--- config.mk ---
export PLATFORM = sky130hd
export DESIGN_NAME = dataselect_rr_nch
export DESIGN_NICKNAME = d
export VERILOG_FILES = /design/src/rtl/dataselect_pkg.sv /design/src/rtl/rr_arbiter_nch.sv /design/src/rtl/dataselect_rr_nch.sv
export SDC_FILE = /design/constraint.sdc
export NUM_CORES = 1
export LEC_CHECK = 0
export CAP_MARGIN = 25
export CELL_PAD_IN_SITES_DETAIL_PLACEMENT = 1
export CELL_PAD_IN_SITES_GLOBAL_PLACEMENT = 2
export CORE_ASPECT_RATIO = 0.6
export CORE_UTILIZATION = 17
export CTS_CLUSTER_SIZE = 10
export DETAILED_ROUTE_END_ITERATION = 8
export GPL_ROUTABILITY_DRIVEN = 0
export GPL_TIMING_DRIVEN = 0
export PLACE_DENSITY_LB_ADDON = 0.1
export SYNTH_ARGS = -nofsm -noshare
export SYNTH_HDL_FRONTEND = slang
export SYNTH_SLANG_ARGS = --single-unit
--- constraint.sdc ---
create_clock -name clk -period 2.5 [get_ports clk]
set_input_delay 0.25 -clock clk [delete_from_list [all_inputs] [get_ports clk]]
set_output_delay 0.25 -clock clk [all_outputs]
set_load 0.02 [all_outputs]
--- src/rtl/dataselect_pkg.sv ---
// dataselect_pkg: shared constants and helpers
// for the N-channel data selector slice.
package dataselect_pkg;

  localparam logic MODE_FIXED = 1'b0;
  localparam logic MODE_RR    = 1'b1;

  function automatic int next_idx(
    input int i,
    input int n
  );
    return (i + 1 >= n) ? 0 : i + 1;
  endfunction

endpackage

--- src/rtl/rr_arbiter_nch.sv ---
// rr_arbiter_nch: wrapped priority search
// starting at ptr, modulo NCH.
module rr_arbiter_nch #(
  parameter int NCH  = 4,
  parameter int SELW = $clog2(NCH)
) (
  input  logic [NCH-1:0]  req,
  input  logic [SELW-1:0] ptr,
  input  logic            enable,
  output logic            grant_valid,
  output logic [SELW-1:0] grant_idx
);

  localparam logic [SELW:0] NCH_W = (SELW+1)'(NCH);

  logic [2*NCH-1:0] req2;
  logic [NCH-1:0]   rot;
  logic [SELW:0]    idx;

  assign req2 = {req, req};
  assign rot  = NCH'(req2 >> ptr);

  // first requester at or after ptr; rot[k] is channel (ptr+k) mod NCH
  always_comb begin
    grant_valid = 1'b0;
    grant_idx   = '0;
    idx         = '0;
    for (int k = 0; k < NCH; k++) begin
      idx = {1'b0, ptr} + (SELW+1)'(k);
      if (idx >= NCH_W)
        idx = idx - NCH_W;
      if (enable && !grant_valid && rot[k]) begin
        grant_valid = 1'b1;
        grant_idx   = idx[SELW-1:0];
      end
    end
  end

endmodule

--- src/rtl/dataselect_rr_nch.sv ---
// dataselect_rr_nch: N-channel selector, fixed or
// round-robin, registered output with valid/ready.
module dataselect_rr_nch
  import dataselect_pkg::*;
#(
  parameter int WIDTH = 32,
  parameter int NCH   = 4,
  parameter int SELW  = $clog2(NCH)
) (
  input  logic                 clk,
  input  logic                 rst,
  input  logic [NCH*WIDTH-1:0] data_in,
  input  logic [NCH-1:0]       in_valid,
  output logic [NCH-1:0]       in_ready,
  input  logic                 mode,
  input  logic [SELW-1:0]      ctrl,
  output logic [WIDTH-1:0]     out_data,
  output logic [SELW-1:0]      out_sel,
  output logic                 out_valid,
  input  logic                 out_ready
);

  logic [SELW-1:0]  ptr;
  logic [SELW-1:0]  g;
  logic [SELW-1:0]  rr_idx;
  logic             rr_valid;
  logic             fix_valid;
  logic             load_ok;
  logic             rr_en;
  logic             grant;
  logic [WIDTH-1:0] g_data;

  assign load_ok = !out_valid || out_ready;
  assign rr_en   = load_ok && !rst &&
                   (mode == MODE_RR);

  rr_arbiter_nch #(
    .NCH  (NCH),
    .SELW (SELW)
  ) u_arb (
    .req         (in_valid),
    .ptr         (ptr),
    .enable      (rr_en),
    .grant_valid (rr_valid),
    .grant_idx   (rr_idx)
  );

  // fixed-mode request; an out-of-range ctrl matches no channel
  always_comb begin
    fix_valid = 1'b0;
    for (int i = 0; i < NCH; i++)
      if (ctrl == SELW'(i))
        fix_valid = in_valid[i];
  end

  assign g     = (mode == MODE_RR) ? rr_idx : ctrl;
  assign grant = !rst && load_ok &&
                 ((mode == MODE_RR) ? rr_valid
                                    : fix_valid);

  // one-hot ready and data mux for the granted channel
  always_comb begin
    in_ready = '0;
    g_data   = '0;
    for (int i = 0; i < NCH; i++)
      if (g == SELW'(i)) begin
        in_ready[i] = grant;
        g_data      = data_in[i*WIDTH +: WIDTH];
      end
  end

  // output register, drain and round-robin pointer
  always_ff @(posedge clk) begin
    if (rst) begin
      out_data  <= '0;
      out_sel   <= '0;
      out_valid <= 1'b0;
      ptr       <= '0;
    end else if (grant) begin
      out_data  <= g_data;
      out_sel   <= g;
      out_valid <= 1'b1;
      if (mode == MODE_RR)
        ptr <= SELW'(next_idx(int'(g), NCH));
    end else if (out_ready) begin
      out_valid <= 1'b0;
    end
  end

endmodule

After elaboration in Yosys (flattened, before gate mapping)
Cells that the tools add are included.
{ "word_totals": {"in_bits": 138, "out_inout_bits": 39, "wordCells": 73, "register_bits": 37} }
{ "op_classes": {"magnitude_cmp": 5, "shift": 1, "n_eq_ne": 6, "add_sub_neg": 8, "muxes": 29, "reduce_logical": 20} }
{ "op_table": {"columns": ["op", "n"], "rows": [
  ["$mux W32", 4],
  ["$mux W2", 10],
  ["$mux W1", 15],
  ["$ge A3 B3 Y1 const B", 4],
  ["$logic_and A1 B1 Y1", 10],
  ["$eq A2 B2 Y1 const B", 4],
  ["$shr A8 B2 Y4", 1],
  ["$sub A2 B1 Y2 const B", 4],
  ["$add A2 B1 Y3 const B", 2],
  ["$add A2 B2 Y3 const B", 2],
  ["$logic_not A1 Y1", 5],
  ["$eq A2 B1 Y1 const B", 2],
  ["$logic_not A2 Y1", 2],
  ["$ge A2 B3 Y1 const B", 1],
  ["$reduce_and A2 Y1", 1],
  ["$reduce_bool A2 Y1", 1],
  ["$logic_or A1 B1 Y1", 1]
]} }

Depth between registers and ports, before layout
Gate-level depths: netlist of the first run.
{ "logic_depth": {"ltp_word": 24, "mapped_depth": 13, "depth_no_buf": 10} }

By module
A second synthesis of the first run with hierarchy kept.
{ "hier_totals": {"cells_unflattened": 291, "hier_area_um2": 2635.0} }
{ "by_module_without_submodules": {"columns": ["mod", "area_each_um2", "seq_area_each_um2", "cells_per_inst", "n_inst"], "rows": [
  ["dataselect_rr_nch", 2469.9, 740.7, 269, 1],
  ["rr_arbiter_nch", 165.2, 0.0, 22, 1]
]} }

Worst setup path after synthesis of the first run
Ideal clock, no wire load.
{ "synth_path": {"path_kind": "input to register", "start": "in in_valid[0]", "end": "reg out_data[11]", "t_required_ns": 2.354, "slack_ns": -0.072, "setup_time_ns": 0.146, "stages": 13, "arrival_ns": 2.426, "n_path_buf": 3, "cell_sequence": "buf_2 nor4b_1 a31oi_1 a211o_1 a21oi_1 ha_1 clkbuf_1 nor2b_1 buf_2 a221oi_1 nor3_1 a21oi_1 a211oi_2"} }
{ "synth_between": {"elab_chain_len": 21, "word_cells_on_any_way": 34, "classes_between": "3 x eq/ne; 1 x shift; 18 x mux; 12 x reduce/logical"} }
{ "synth_rtl": {"columns": ["element", "line_no", "rtl"], "rows": [
  ["from (decl)", "dataselect_rr_nch.sv:13", "input logic [NCH-1:0] in_valid,"],
  ["$shr A8 B2 Y4", "rr_arbiter_nch.sv:21", "assign rot = NCH'(req2 >> ptr);"],
  ["$logic_and A1 B1 Y1", "rr_arbiter_nch.sv:32", "if (enable && !grant_valid && rot[k]) begin"],
  ["$mux W1", "rr_arbiter_nch.sv:32", null],
  ["$logic_not A1 Y1", "rr_arbiter_nch.sv:32", null],
  ["$logic_and A1 B1 Y1 (2 in series)", "rr_arbiter_nch.sv:32", null],
  ["$mux W1", "rr_arbiter_nch.sv:32", null],
  ["$logic_not A1 Y1", "rr_arbiter_nch.sv:32", null],
  ["$logic_and A1 B1 Y1 (2 in series)", "rr_arbiter_nch.sv:32", null],
  ["$mux W1", "rr_arbiter_nch.sv:32", null],
  ["$logic_not A1 Y1", "rr_arbiter_nch.sv:32", null],
  ["$logic_and A1 B1 Y1 (2 in series)", "rr_arbiter_nch.sv:32", null],
  ["$mux W2", "rr_arbiter_nch.sv:32", null],
  ["$mux W2", "dataselect_rr_nch.sv:56", "assign g = (mode == MODE_RR) ? rr_idx : ctrl;"],
  ["$logic_not A2 Y1", "dataselect_rr_nch.sv:66", "if (g == SELW'(i)) begin"],
  ["$mux W32 (4 in series)", "dataselect_rr_nch.sv:66", null],
  ["to (signal assigned)", "dataselect_rr_nch.sv:80", "out_data <= g_data;"],
  ["to (decl)", "dataselect_rr_nch.sv:17", "output logic [WIDTH-1:0] out_data,"]
]} }
Several ways; a longest one is shown, not always the timed one.
A chain may end at the register's enable or synchronous reset.

Worst setup path after layout of the first run
{ "layout_path": {"start": "reg ptr[1]", "end": "reg out_data[7]"} }
{ "layout_between": {"elab_chain_len": 21, "word_cells_on_any_way": 45, "classes_between": "7 x add/sub; 4 x order compare; 3 x eq/ne; 1 x shift; 18 x mux; 12 x reduce/logical"} }
{ "layout_rtl": {"columns": ["element", "line_no", "rtl"], "rows": [
  ["from (decl)", "dataselect_rr_nch.sv:23", "logic [SELW-1:0] ptr;"],
  ["from (signal assigned)", "dataselect_rr_nch.sv:84", "ptr <= SELW'(next_idx(int'(g), NCH));"],
  ["$shr A8 B2 Y4", "rr_arbiter_nch.sv:21", null],
  ["$logic_and A1 B1 Y1", "rr_arbiter_nch.sv:32", null],
  ["$mux W1", "rr_arbiter_nch.sv:32", null],
  ["$logic_not A1 Y1", "rr_arbiter_nch.sv:32", null],
  ["$logic_and A1 B1 Y1 (2 in series)", "rr_arbiter_nch.sv:32", null],
  ["$mux W1", "rr_arbiter_nch.sv:32", null],
  ["$logic_not A1 Y1", "rr_arbiter_nch.sv:32", null],
  ["$logic_and A1 B1 Y1 (2 in series)", "rr_arbiter_nch.sv:32", null],
  ["$mux W1", "rr_arbiter_nch.sv:32", null],
  ["$logic_not A1 Y1", "rr_arbiter_nch.sv:32", null],
  ["$logic_and A1 B1 Y1 (2 in series)", "rr_arbiter_nch.sv:32", null],
  ["$mux W2", "rr_arbiter_nch.sv:32", null],
  ["$mux W2", "dataselect_rr_nch.sv:56", null],
  ["$logic_not A2 Y1", "dataselect_rr_nch.sv:66", null],
  ["$mux W32 (4 in series)", "dataselect_rr_nch.sv:66", null]
]} }
Several ways; a longest one is shown, not always the timed one.

==> results of run 1 <==
synth_stat cells:
master     count  area share
a21oi_1       40       0.075
dfxtp_1       37        0.28
nor2_1        37       0.052
nor2b_1       34       0.079
a211oi_2      33        0.15
nor3_1        32       0.060
a221oi_1      31        0.10
clkbuf_1      23       0.032
buf_2          8       0.015
inv_1          8       0.011
nand2_1        6      0.0084
buf_6          5       0.021
and2_1         4      0.0093
ha_1           4       0.019
nand2b_1       3      0.0070
o21ai_0        3      0.0056
a31oi_1        2      0.0047
mux2i_1        2      0.0075
nand3_1        2      0.0037
a2111oi_0      1      0.0033
a211o_1        1      0.0033
a21o_1         1      0.0028
a21oi_2        1      0.0033
a311oi_1       1      0.0033
a311oi_2       1      0.0056
mux4_2         1      0.0084
nand3b_1       1      0.0028
nand4_1        1      0.0023
nand4b_1       1      0.0033
nor2_2         1      0.0023
nor4b_1        1      0.0033
o22ai_1        1      0.0023
o32ai_1        1      0.0033
or2_2          1      0.0023
or3_1          1      0.0023
or4_4          1      0.0042
logic make-up (layout without fill, tap and decap cells):
logic type	Yosys count	count (layout)	synth area share
and+or+nand+nor	126	126	0.242
AOI/OAI and AO/OA	117	117	0.367
buffers and inverters	44	252	0.0794
DFF	37	37	0.276
adders and majority gates	4	4	0.0187
muxes	3	3	0.0159
flip-flops by register name (all words and copies together), names as in the netlist:
name,count
out_valid,1
out_data,32
out_sel,2
ptr,2
routing by layer:
layer,wire length (um),global-route usage,share of wire,vias to the layer above
li1,-,-,-,1644
met1,6910,0.234,0.48,1639
met2,6180,0.262,0.43,104
met3,1210,0.0642,0.084,4
met4,60,0.0278,0.0042,0
met5,0,0,0,-
how the worst min path moves through the flow:
| stage | from | endpoint | cells after the start |
|---|---|---|---|
| 2_1_floorplan | mode | ptr[0] | 1 |
| 3_3_place_gp | out_data[13] | out_data[13] | 2 |
| 3_5_place_dp | out_data[27] | out_data[27] | 2 |
| 4_1_cts | in_valid[1] | out_valid | 4 |
| 5_1_grt | in_valid[1] | out_valid | 4 |
| 6_report | in_valid[0] | out_valid | 4 |
power by group:
group / switching [mW] / leakage (nW) / internal (mW)
Sequential: 0.0336 / 0.306 / 0.650
Combinational: 0.655 / 1.68 / 0.712
Clock: 0.272 / 0.0841 / 0.499
Total: 0.961 / 2.07 / 1.86
area by class of cell:
cell class,instances,area [um^2]
multi-input combinational,250,2420
clock inverter,1,30.0
buffer,34,320
inverter,8,30.0
clock buffer,7,143
fill,1706,9400
tap,203,254
timing repair buffer,202,2040
sequential,37,742
through the flow:
stage / setup WS [ns] / hold WS, ns / TNS, ns / util / cell area (um^2)
floorplan: 0.00539 / 0.360 / 0 / - / 2690
global placement: -1.71 / 0.516 / -47.32 / 0.305 / 4690
detailed placement: -1.73 / 0.525 / -46.46 / 0.305 / 4690
CTS: -0.144 / 0.471 / -3.51 / 0.356 / 5480
global route: -0.249 / 0.519 / -7.05 / 0.389 / 5980
finish: -0.154 / 0.479 / -3.53 / 0.389 / 5980
critical path: cells and delay by family (launching register included):
kind,cells,cell delay [ns]
AO/OA/AOI/OAI,6,0.94
adder cells (fa/ha/maj),1,0.12
buffers and inverters,3,0.44
flip-flops,1,0.34
AND/OR/NAND/NOR,3,0.72
timing repair:
action | 4_1_cts | 5_1_grt
endpoints found under the hold margin | 0 | 0
pin swaps | 18 | 31
endpoints found under the setup margin | 36 | 36
gates resized for setup | 122 | 104
gates cloned | 3 | 1
buffers inserted | 22 | 5
==> flow_metrics.env, run 1 <==
export IMPL_endpoint="out_data[7]"
export IMPL_cts_tree="yes"
export IMPL_synth_area_um2=2680
export IMPL_critPathMaxFanout=6
export IMPL_critical_path_max_stage_delay_ns=0.34
export IMPL_vias_per_cell=4.57
export IMPL_route_detailed_drc=0
export IMPL_startpoint_type="register"
export IMPL_slowest_stage="dfxtp_2"
export IMPL_num_rows=35
export IMPL_power_mw=2.82
export IMPL_fp_dieH_um=99.3
export IMPL_layout_drive_gt1_share=0.365
export IMPL_synth_seq_cells=37
export IMPL_ios=177
export IMPL_grt_pass1_wl_um=21100
export IMPL_drv_slew=0
export IMPL_reg2reg_to="out_data[7]"
export IMPL_first_iter_violations=85
export IMPL_cts_made_buffers=5
export IMPL_pwr_density_cell_nw_per_um2=472
export IMPL_post_route_period_util=1.06
export IMPL_grt_ovfl_total=0
export IMPL_antenna_found_initial=0
export IMPL_seq_area_frac_synth=0.276
export IMPL_core_area_um2=15400
export IMPL_mostFrequentLayoutCells="clkdlybuf4s50_1, nor2_1, dfxtp_1"
export IMPL_cap_viol_max_count=0
export IMPL_crit_type="reg2reg"
export IMPL_antenna_left=0
export IMPL_rr_startpoint="ptr[1]"
export IMPL_start_util=0.174
export IMPL_grt_max_degree=12
export IMPL_power_static_leakage_nw=2.07
export IMPL_setup_violations_final=34
export IMPL_startpoint="ptr[1]"
export IMPL_cts_root_buf="clkbuf_16"
export IMPL_synth_cells=331
export IMPL_worstPathCellList="nor4b_2, a31oi_1, a211o_1, a21oi_4, buf_6, ha_4, nor2b_4, buf_12, buf_8, a221oi_2, nor3_2, a21oi_2, a211oi_2"
export IMPL_hold_viol_final=0
export IMPL_cts_sinks=37
export IMPL_track_usage=0.173
export IMPL_tightest_slew_ns=0.837
export IMPL_r2r_setup_slack_ns=-0.15
export IMPL_violations="setup timing"
export IMPL_postSynthAreaPerCell_um2=8.10
export IMPL_fmax_ghz=0.377
export IMPL_rr_worst_depth=13
export IMPL_stdcell_count=742
export IMPL_dp_cells=709
export IMPL_final_common_cell="clkdlybuf4s50_1"
export IMPL_htreeDepth=2
export IMPL_arrival_ns=2.86
export IMPL_yosysWarningCount=0
export IMPL_worstPathRequired_ns=2.70
export IMPL_clk_pin_slew_worst_paths_ns=0.06
export IMPL_ys_types=36
export IMPL_clock_latency_ns=0.29
export IMPL_dieWidth_um=164
export IMPL_status="finished with violations"
export IMPL_n_antenna_cell=0
export IMPL_syn_num_nets=473
export IMPL_area_growth_pct=123
export IMPL_relSlewSlack=0.442
export IMPL_min_period_ns=2.65
export IMPL_rsz0062_at_grt="true"
export IMPL_final_setup_worst_slack_ns=-0.154
export IMPL_die_area_um2=16300
export IMPL_route_vias_total=3391
export IMPL_wl_um=14400
export IMPL_drt_pass1_iterations=4
export IMPL_hpwl_um=10200
export IMPL_numPortBuffers=175
export IMPL_vdd_ir_drop_max_mv=0.307
export IMPL_grt_pass1_vias=3592
export IMPL_ctsHoldBuffers=0
export IMPL_wl_per_cell_um=19.3
export IMPL_cp_end_kind="register"
export IMPL_hold_class="in2reg"
export IMPL_layout_nets=680
export IMPL_worst_clock_skew_ns=0.00499
export IMPL_clock_path_buffers=2
Power figures use the tool's default switching activity.
==> run 2: changes to the inputs <==
CORE_ASPECT_RATIO = 0.75   (was 0.6)
==> run 2 against run 1 <==
  * The flow still finishes with violations (setup timing)
  * Total power decreased by 7.5%
  * Non-clock buffer count increased by 3
  * Clock-buffer cell count unchanged
  * Cell count increased by 0.54%
  * Global-route usage decreased by 0.74 points
  * Setup slack improved by 0.0088 ns
  * Wire length decreased by 2.3%
  * Combinational power decreased by 7%
  * Sequential power about the same
  * Largest power group unchanged
==> flow_metrics.env, run 2 (same netlist as run 1, synthesis figures left out) <==
export IMPL_hold_viol_final=0
export IMPL_final_setup_worst_slack_ns=-0.145
export IMPL_num_rows=39
export IMPL_n_antenna_cell=0
export IMPL_route_detailed_drc=0
export IMPL_antenna_found_initial=0
export IMPL_start_util=0.175
export IMPL_clockPowerShare=0.246
export IMPL_hpwl_um=10100
export IMPL_worst_clock_skew_ns=0.00742
export IMPL_power_static_leakage_nw=2.05
export IMPL_grt_ovfl_total=0
export IMPL_reg2reg_to="out_data[17]"
export IMPL_drv_slew=0
export IMPL_area_growth_pct=116
export IMPL_mostFrequentLayoutCells="clkdlybuf4s50_1, nor2_1, dfxtp_1"
export IMPL_cts_tree="yes"
export IMPL_fp_dieH_um=111
export IMPL_stdcell_count=746
export IMPL_ios=177
export IMPL_status="finished with violations"
export IMPL_startpoint_type="primary input"
export IMPL_first_iter_violations=79
export IMPL_largest_register_ffs=32
export IMPL_dieWidth_um=147
export IMPL_arrival_ns=2.78
export IMPL_cap_viol_max_count=0
export IMPL_setup_violations_final=34
export IMPL_cts_made_buffers=5
export IMPL_clk_pin_slew_worst_paths_ns=0.06
export IMPL_vdd_ir_drop_max_mv=0.202
export IMPL_pwr_density_cell_nw_per_um2=451
export IMPL_layout_drive_gt1_share=0.320
export IMPL_relSlewSlack=0.485
export IMPL_dp_cells=711
export IMPL_rsz0062_at_grt="true"
export IMPL_rr_worst_depth=13
export IMPL_swShare=0.341
export IMPL_holdPathStages=4
export IMPL_grt_pass1_wl_um=20600
export IMPL_fmax_ghz=0.378
export IMPL_clock_latency_ns=0.28
export IMPL_power_switching_mw=0.890
export IMPL_critPathMaxFanout=10
export IMPL_track_usage=0.165
export IMPL_antenna_left=0
export IMPL_htreeDepth=2
export IMPL_final_common_cell="clkdlybuf4s50_1"
export IMPL_n_fill_cell=1757
export IMPL_wl_per_cell_um=18.8
export IMPL_violations="setup timing"
export IMPL_drt_pass1_iterations=4
export IMPL_clock_path_buffers=2
export IMPL_power_frac_seq=0.262
export IMPL_tightest_slew_ns=0.772
export IMPL_cp_end_kind="register"
export IMPL_crit_type="in2reg"
export IMPL_worstPathRequired_ns=2.63
export IMPL_min_period_ns=2.65
export IMPL_route_vias_total=3345
export IMPL_hold_class="in2reg"
export IMPL_grt_max_degree=11
export IMPL_pwr_share_comb=0.492
export IMPL_reg_largest_list="out_data: 32 flops, out_sel: 2 flops, ptr: 2 flops"
export IMPL_startpoint="out_ready"
export IMPL_wl_um=14000
export IMPL_dp_slack_ns=-1.62
export IMPL_post_route_period_util=1.06
export IMPL_core_area_um2=15300
export IMPL_regMostFlops="out_data"
export IMPL_cts_sinks=37
export IMPL_rr_startpoint="ptr[1]"
export IMPL_endpoint="out_data[17]"
export IMPL_layout_nets=683
export IMPL_cts_root_buf="clkbuf_16"
export IMPL_r2r_setup_slack_ns=-0.14
export IMPL_grt_pass1_vias=3613
export IMPL_multi_input_area_um2=2220
export IMPL_internal_power_mw=1.72
export IMPL_numPortBuffers=175
export IMPL_seqCellArea_um2=744
export IMPL_vias_per_cell=4.48
export IMPL_die_area_um2=16300
==> run 2: cell count changes in the layout (fill, tap and decap cells not counted), moves of 5 or more <==
cell	delta
a221oi_4	-8
a21oi_2	-11
a221oi_2	+6
a21oi_1	+10
nor3_1	+7
clkbuf_2	-5
nor3_2	-6
buf_6	-5
buf_4	+11
==> run 2: metrics by stage <==
step	cell area, um^2	TNS, ns	hold slack, ns	power [mW]	utilization
after floorplan	2690	0	0.360	1.21	-
after global placement	4690	-44.59	0.514	1.69	0.306
after detailed placement	4690	-46.38	0.525	1.70	0.306
after CTS	5290	-2.64	0.469	2.48	0.345
after global routing	5790	-7.58	0.511	2.76	0.378
final	5790	-2.86	0.478	2.61	0.378
==> run 2: power groups by stage <==
stage          clock [mW]  sequential [mW]  combinational (mW)
2_1_floorplan           0            0.758               0.447
3_3_place_gp            0            0.691               0.998
3_5_place_dp            0            0.694                1.01
4_1_cts             0.667            0.684                1.13
5_1_grt             0.689            0.692                1.38
6_report            0.642            0.683                1.28
==> run 2: worst max-delay path, cell delays in order <==
cell and delay (ns):
clkdlybuf4s50_1 0.46, nand2b_4 0.15, nand4b_1 0.18, o32ai_4 0.38, inv_2 0.10, ha_2 0.22
nor2b_4 0.13, buf_12 0.13, buf_8 0.15, a221oi_2 0.23, nor3_1 0.08, a21oi_1 0.21
a211oi_2 0.09
==> run 2: layer usage <==
metal | global-route usage | vias up | wire [um]
met5 | 0 | - | 0
met4 | 0.0268 | 0 | 87
met3 | 0.0556 | 9 | 1090
met2 | 0.272 | 109 | 6490
met1 | 0.211 | 1575 | 6350
li1 | - | 1652 | -
==> run 2: layout make-up <==
| class | count | share of cell area |
|---|---|---|
| Sequential cell | 37 | 0.129 |
| Timing Repair Buffer | 204 | 0.349 |
| Inverter | 8 | 0.00519 |
| Multi-Input combinational cell | 250 | 0.383 |
| Clock buffer | 7 | 0.0246 |
| Buffer | 35 | 0.0651 |
| Tap cell | 205 | 0.0443 |
==> run 2: worst min path at each step <==
| stage | start | slack [ns] | to |
|---|---|---|---|
| after floorplan | mode | 0.36 | ptr[0] |
| after global placement | out_data[12] | 0.51 | out_data[12] |
| after detailed placement | out_data[1] | 0.52 | out_data[1] |
| after CTS | in_valid[1] | 0.47 | ptr[0] |
| after global routing | in_valid[1] | 0.51 | ptr[0] |
| final | in_valid[1] | 0.48 | ptr[0] |
==> run 2: repair_timing <==
action | in CTS | in global routing
endpoints found under the setup margin | 36 | 36
buffers inserted | 13 | 15
hold buffers | 0 | 0
pin swaps | 9 | 14
gates resized for setup | 107 | 72
hold endpoints to repair | 0 | 0
gates cloned | 1 | 1
==> run 3: changes to the inputs <==
ABC_AREA = 1   (was unset)
CORE_UTILIZATION = 15   (was 17)
==> run 3 against run 2 <==
  * The flow still finishes with violations (setup timing)
  * Hold slack lost 0.12 ns
  * Via count grew 24%
  * Cell count grew 31%
  * Clock-buffer cell count down 2
  * Combinational power up 60%
  * Critical path depth is 5 higher
  * Fmax is 0.76% lower
  * Die area rose by 20%
  * Total power is 38% higher
  * Non-clock buffer count increased by 7
  * Setup slack worse by 0.020 ns
  * Flip-flop and latch count unchanged
==> flow_metrics.env, run 3 <==
export IMPL_yosys_area_share_simple=0.426
export IMPL_cp_end_kind="output pin"
export IMPL_power_static_leakage_nw=2.61
export IMPL_clockPowerShare=0.212
export IMPL_synth_top_area_share=0.260
export IMPL_startpoint="ptr[0]"
export IMPL_htreeDepth=2
export IMPL_worst_clock_skew_ns=0.00640
export IMPL_critPathMaxFanout=7
export IMPL_fmax_ghz=0.375
export IMPL_whs_ns=0.354
export IMPL_cts_sinks=37
export IMPL_internal_power_mw=2.14
export IMPL_num_rows=43
export IMPL_ios=177
export IMPL_syn_num_nets=655
export IMPL_drt_pass1_iterations=4
export IMPL_area_growth_pct=110
export IMPL_start_util=0.154
export IMPL_synth_area_leaders="dfxtp_1, nand2_1, o21ai_0, nor2_1, nand3_1"
export IMPL_synth_edf_count=0
export IMPL_yosys_area_top_type="dfxtp_1"
export IMPL_synth_area_mux_share=0
export IMPL_pwr_density_cell_nw_per_um2=602
export IMPL_rsz0062_at_grt="true"
export IMPL_track_usage=0.159
export IMPL_tightest_slew_ns=0.596
export IMPL_final_util=0.322
export IMPL_relSlewSlack=0.603
export IMPL_hpwl_um=12300
export IMPL_synth_cells=513
export IMPL_hold_class="in2reg"
export IMPL_numPortBuffers=176
export IMPL_post_route_period_util=1.07
export IMPL_first_iter_violations=136
export IMPL_core_area_um2=18600
export IMPL_worstPathRequired_ns=2.25
export IMPL_hp_start="out_ready"
export IMPL_drv_slew=0
export IMPL_layout_drive_gt1_share=0.222
export IMPL_violations="setup timing"
export IMPL_setup_violations_final=34
export IMPL_wl_per_cell_um=16.3
export IMPL_antenna_found_initial=0
export IMPL_cap_viol_max_count=0
export IMPL_power_frac_seq=0.217
export IMPL_power_switching_mw=1.46
export IMPL_arrival_ns=2.42
export IMPL_cts_root_buf="clkbuf_16"
export IMPL_synth_top_family_by_area="simple AND/OR/NAND/NOR gates"
export IMPL_hold_viol_final=0
export IMPL_synth_compound_area_frac=0.201
export IMPL_synth_area_um2=2850
export IMPL_cts_tree="yes"
export IMPL_min_period_ns=2.67
export IMPL_rr_startpoint="ptr[0]"
export IMPL_grt_pass1_vias=4123
export IMPL_swShare=0.405
export IMPL_rr_worst_depth=24
export IMPL_seq_area_frac_synth=0.260
export IMPL_synth_xor_area_frac=0.00307
export IMPL_grt_pass1_wl_um=23600
export IMPL_yosysWarningCount=0
export IMPL_status="finished with violations"
export IMPL_synthAdderAreaFrac=0.0176
export IMPL_n_fill_cell=2306
export IMPL_postSynthAreaPerCell_um2=5.56
export IMPL_pwr_share_comb=0.571
export IMPL_vias_per_cell=4.25
export IMPL_clock_path_buffers=2
export IMPL_synthArstFlopShare=0
export IMPL_crit_type="reg2out"
export IMPL_synth_seq_cells=37
export IMPL_clk_pin_slew_worst_paths_ns=0.06
export IMPL_route_detailed_drc=0
export IMPL_startpoint_type="register"
export IMPL_endpoint="in_ready[3]"
export IMPL_regMostFlops="out_data"
export IMPL_mostFrequentLayoutCells="clkdlybuf4s50_1, nand2_1, nor2_1"
export IMPL_cts_made_buffers=5
export IMPL_r2r_setup_slack_ns=-0.13
export IMPL_grt_max_degree=14
export IMPL_fp_dieH_um=121
export IMPL_vdd_ir_drop_max_mv=0.228
export IMPL_grt_ovfl_total=0
export IMPL_power_mw=3.60
export IMPL_dieWidth_um=161
export IMPL_ys_types=22
export IMPL_final_setup_worst_slack_ns=-0.166
export IMPL_clock_latency_ns=0.29
export IMPL_synthFlopType="dfxtp_1"
export IMPL_synth_commonest_cells="nand2_1, nor2_1, o21ai_0"
export IMPL_layout_nets=871
export IMPL_reg_largest_list="out_data: 32 flops, out_sel: 2 flops, ptr: 2 flops"
export IMPL_antenna_left=0
export IMPL_synth_most_common_cell="nand2_1"
export IMPL_wl_um=15900
export IMPL_n_antenna_cell=0
export IMPL_largest_register_ffs=32
export IMPL_route_vias_total=4150
export IMPL_final_common_cell="clkdlybuf4s50_1"
export IMPL_reg2reg_to="out_data[30]"
export IMPL_die_area_um2=19600
==> run 3: cell families (layout without fill, tap and decap cells) <==
group,count (synthesis),after routing
adders and majority gates,4,4
buffers and inverters,62,279
xor gates and xnor gates,1,1
and+or+nand+nor,298,298
DFF,37,37
AOI/OAI and AO/OA,111,111
==> run 3: stage by stage <==
stage	instances	TNS [ns]	worst slack [ns]	cell area [um^2]
global route	977	-9.32	-0.329	5980
detailed placement	936	-46.01	-1.66	4940
CTS	976	-2.75	-0.188	5860
floorplan	513	-0.0113	-0.00746	2870
finish	977	-1.90	-0.166	5980
global placement	936	-43.39	-1.59	4940
==> run 3: worst max-delay path: stages (launching register included) <==
cell	delay (ns)
dfxtp_4	0.36
buf_8	0.14
nand2_4	0.07
nand3_4	0.07
nand2_4	0.11
inv_4	0.05
o21bai_4	0.15
nand3_2	0.11
nand2_2	0.10
nand2_2	0.06
nand2_2	0.08
nand2_4	0.09
inv_4	0.09
ha_4	0.12
inv_2	0.03
clkbuf_8	0.14
clkbuf_16	0.15
nor2_4	0.07
buf_6	0.12
==> run 3: cell type report <==
type	instances	area (um^2)	area share
well taps	247	309	0.0517
repair buffers	212	2060	0.345
inverters	25	120	0.0201
multi-input cells	414	2220	0.372
plain buffers	34	344	0.0576
flip-flops and latches	37	746	0.125
clock buffers	5	125	0.0209
clock inverters	3	46.3	0.00775
==> run 3: worst min-delay path by stage <==
stage / endpoint / slack [ns] / cells after the start
global route: ptr[1] / 0.40 / 2
global placement: out_data[27] / 0.47 / 2
detailed placement: out_data[10] / 0.47 / 2
floorplan: out_valid / 0.32 / 1
finish: out_valid / 0.35 / 4
CTS: out_valid / 0.35 / 4
==> run 3: power groups by stage <==
stage	registers, mW	clock network (mW)	logic (mW)
2_1_floorplan	0.919	0	0.792
5_1_grt	0.795	0.816	2.26
4_1_cts	0.783	0.792	2.02
3_3_place_gp	0.786	0	1.67
6_report	0.781	0.763	2.05
3_5_place_dp	0.791	0	1.69
==> run 3: per-layer routing <==
| metal | global-route usage | vias to the layer above | wire (um) |
|---|---|---|---|
| li1 | - | 2092 | - |
| met1 | 0.221 | 1927 | 7730 |
| met2 | 0.241 | 119 | 6910 |
| met3 | 0.0444 | 12 | 1070 |
| met4 | 0.0371 | 0 | 204 |
| met5 | 0 | - | 0 |
==> run 3: what timing repair did <==
item / 4_1_cts / 5_1_grt
pin swaps: 42 / 20
setup endpoints to repair: 36 / 37
buffers inserted: 34 / 5
hold buffers: 0 / 0
resized for setup: 185 / 39
cloned: 2 / 0
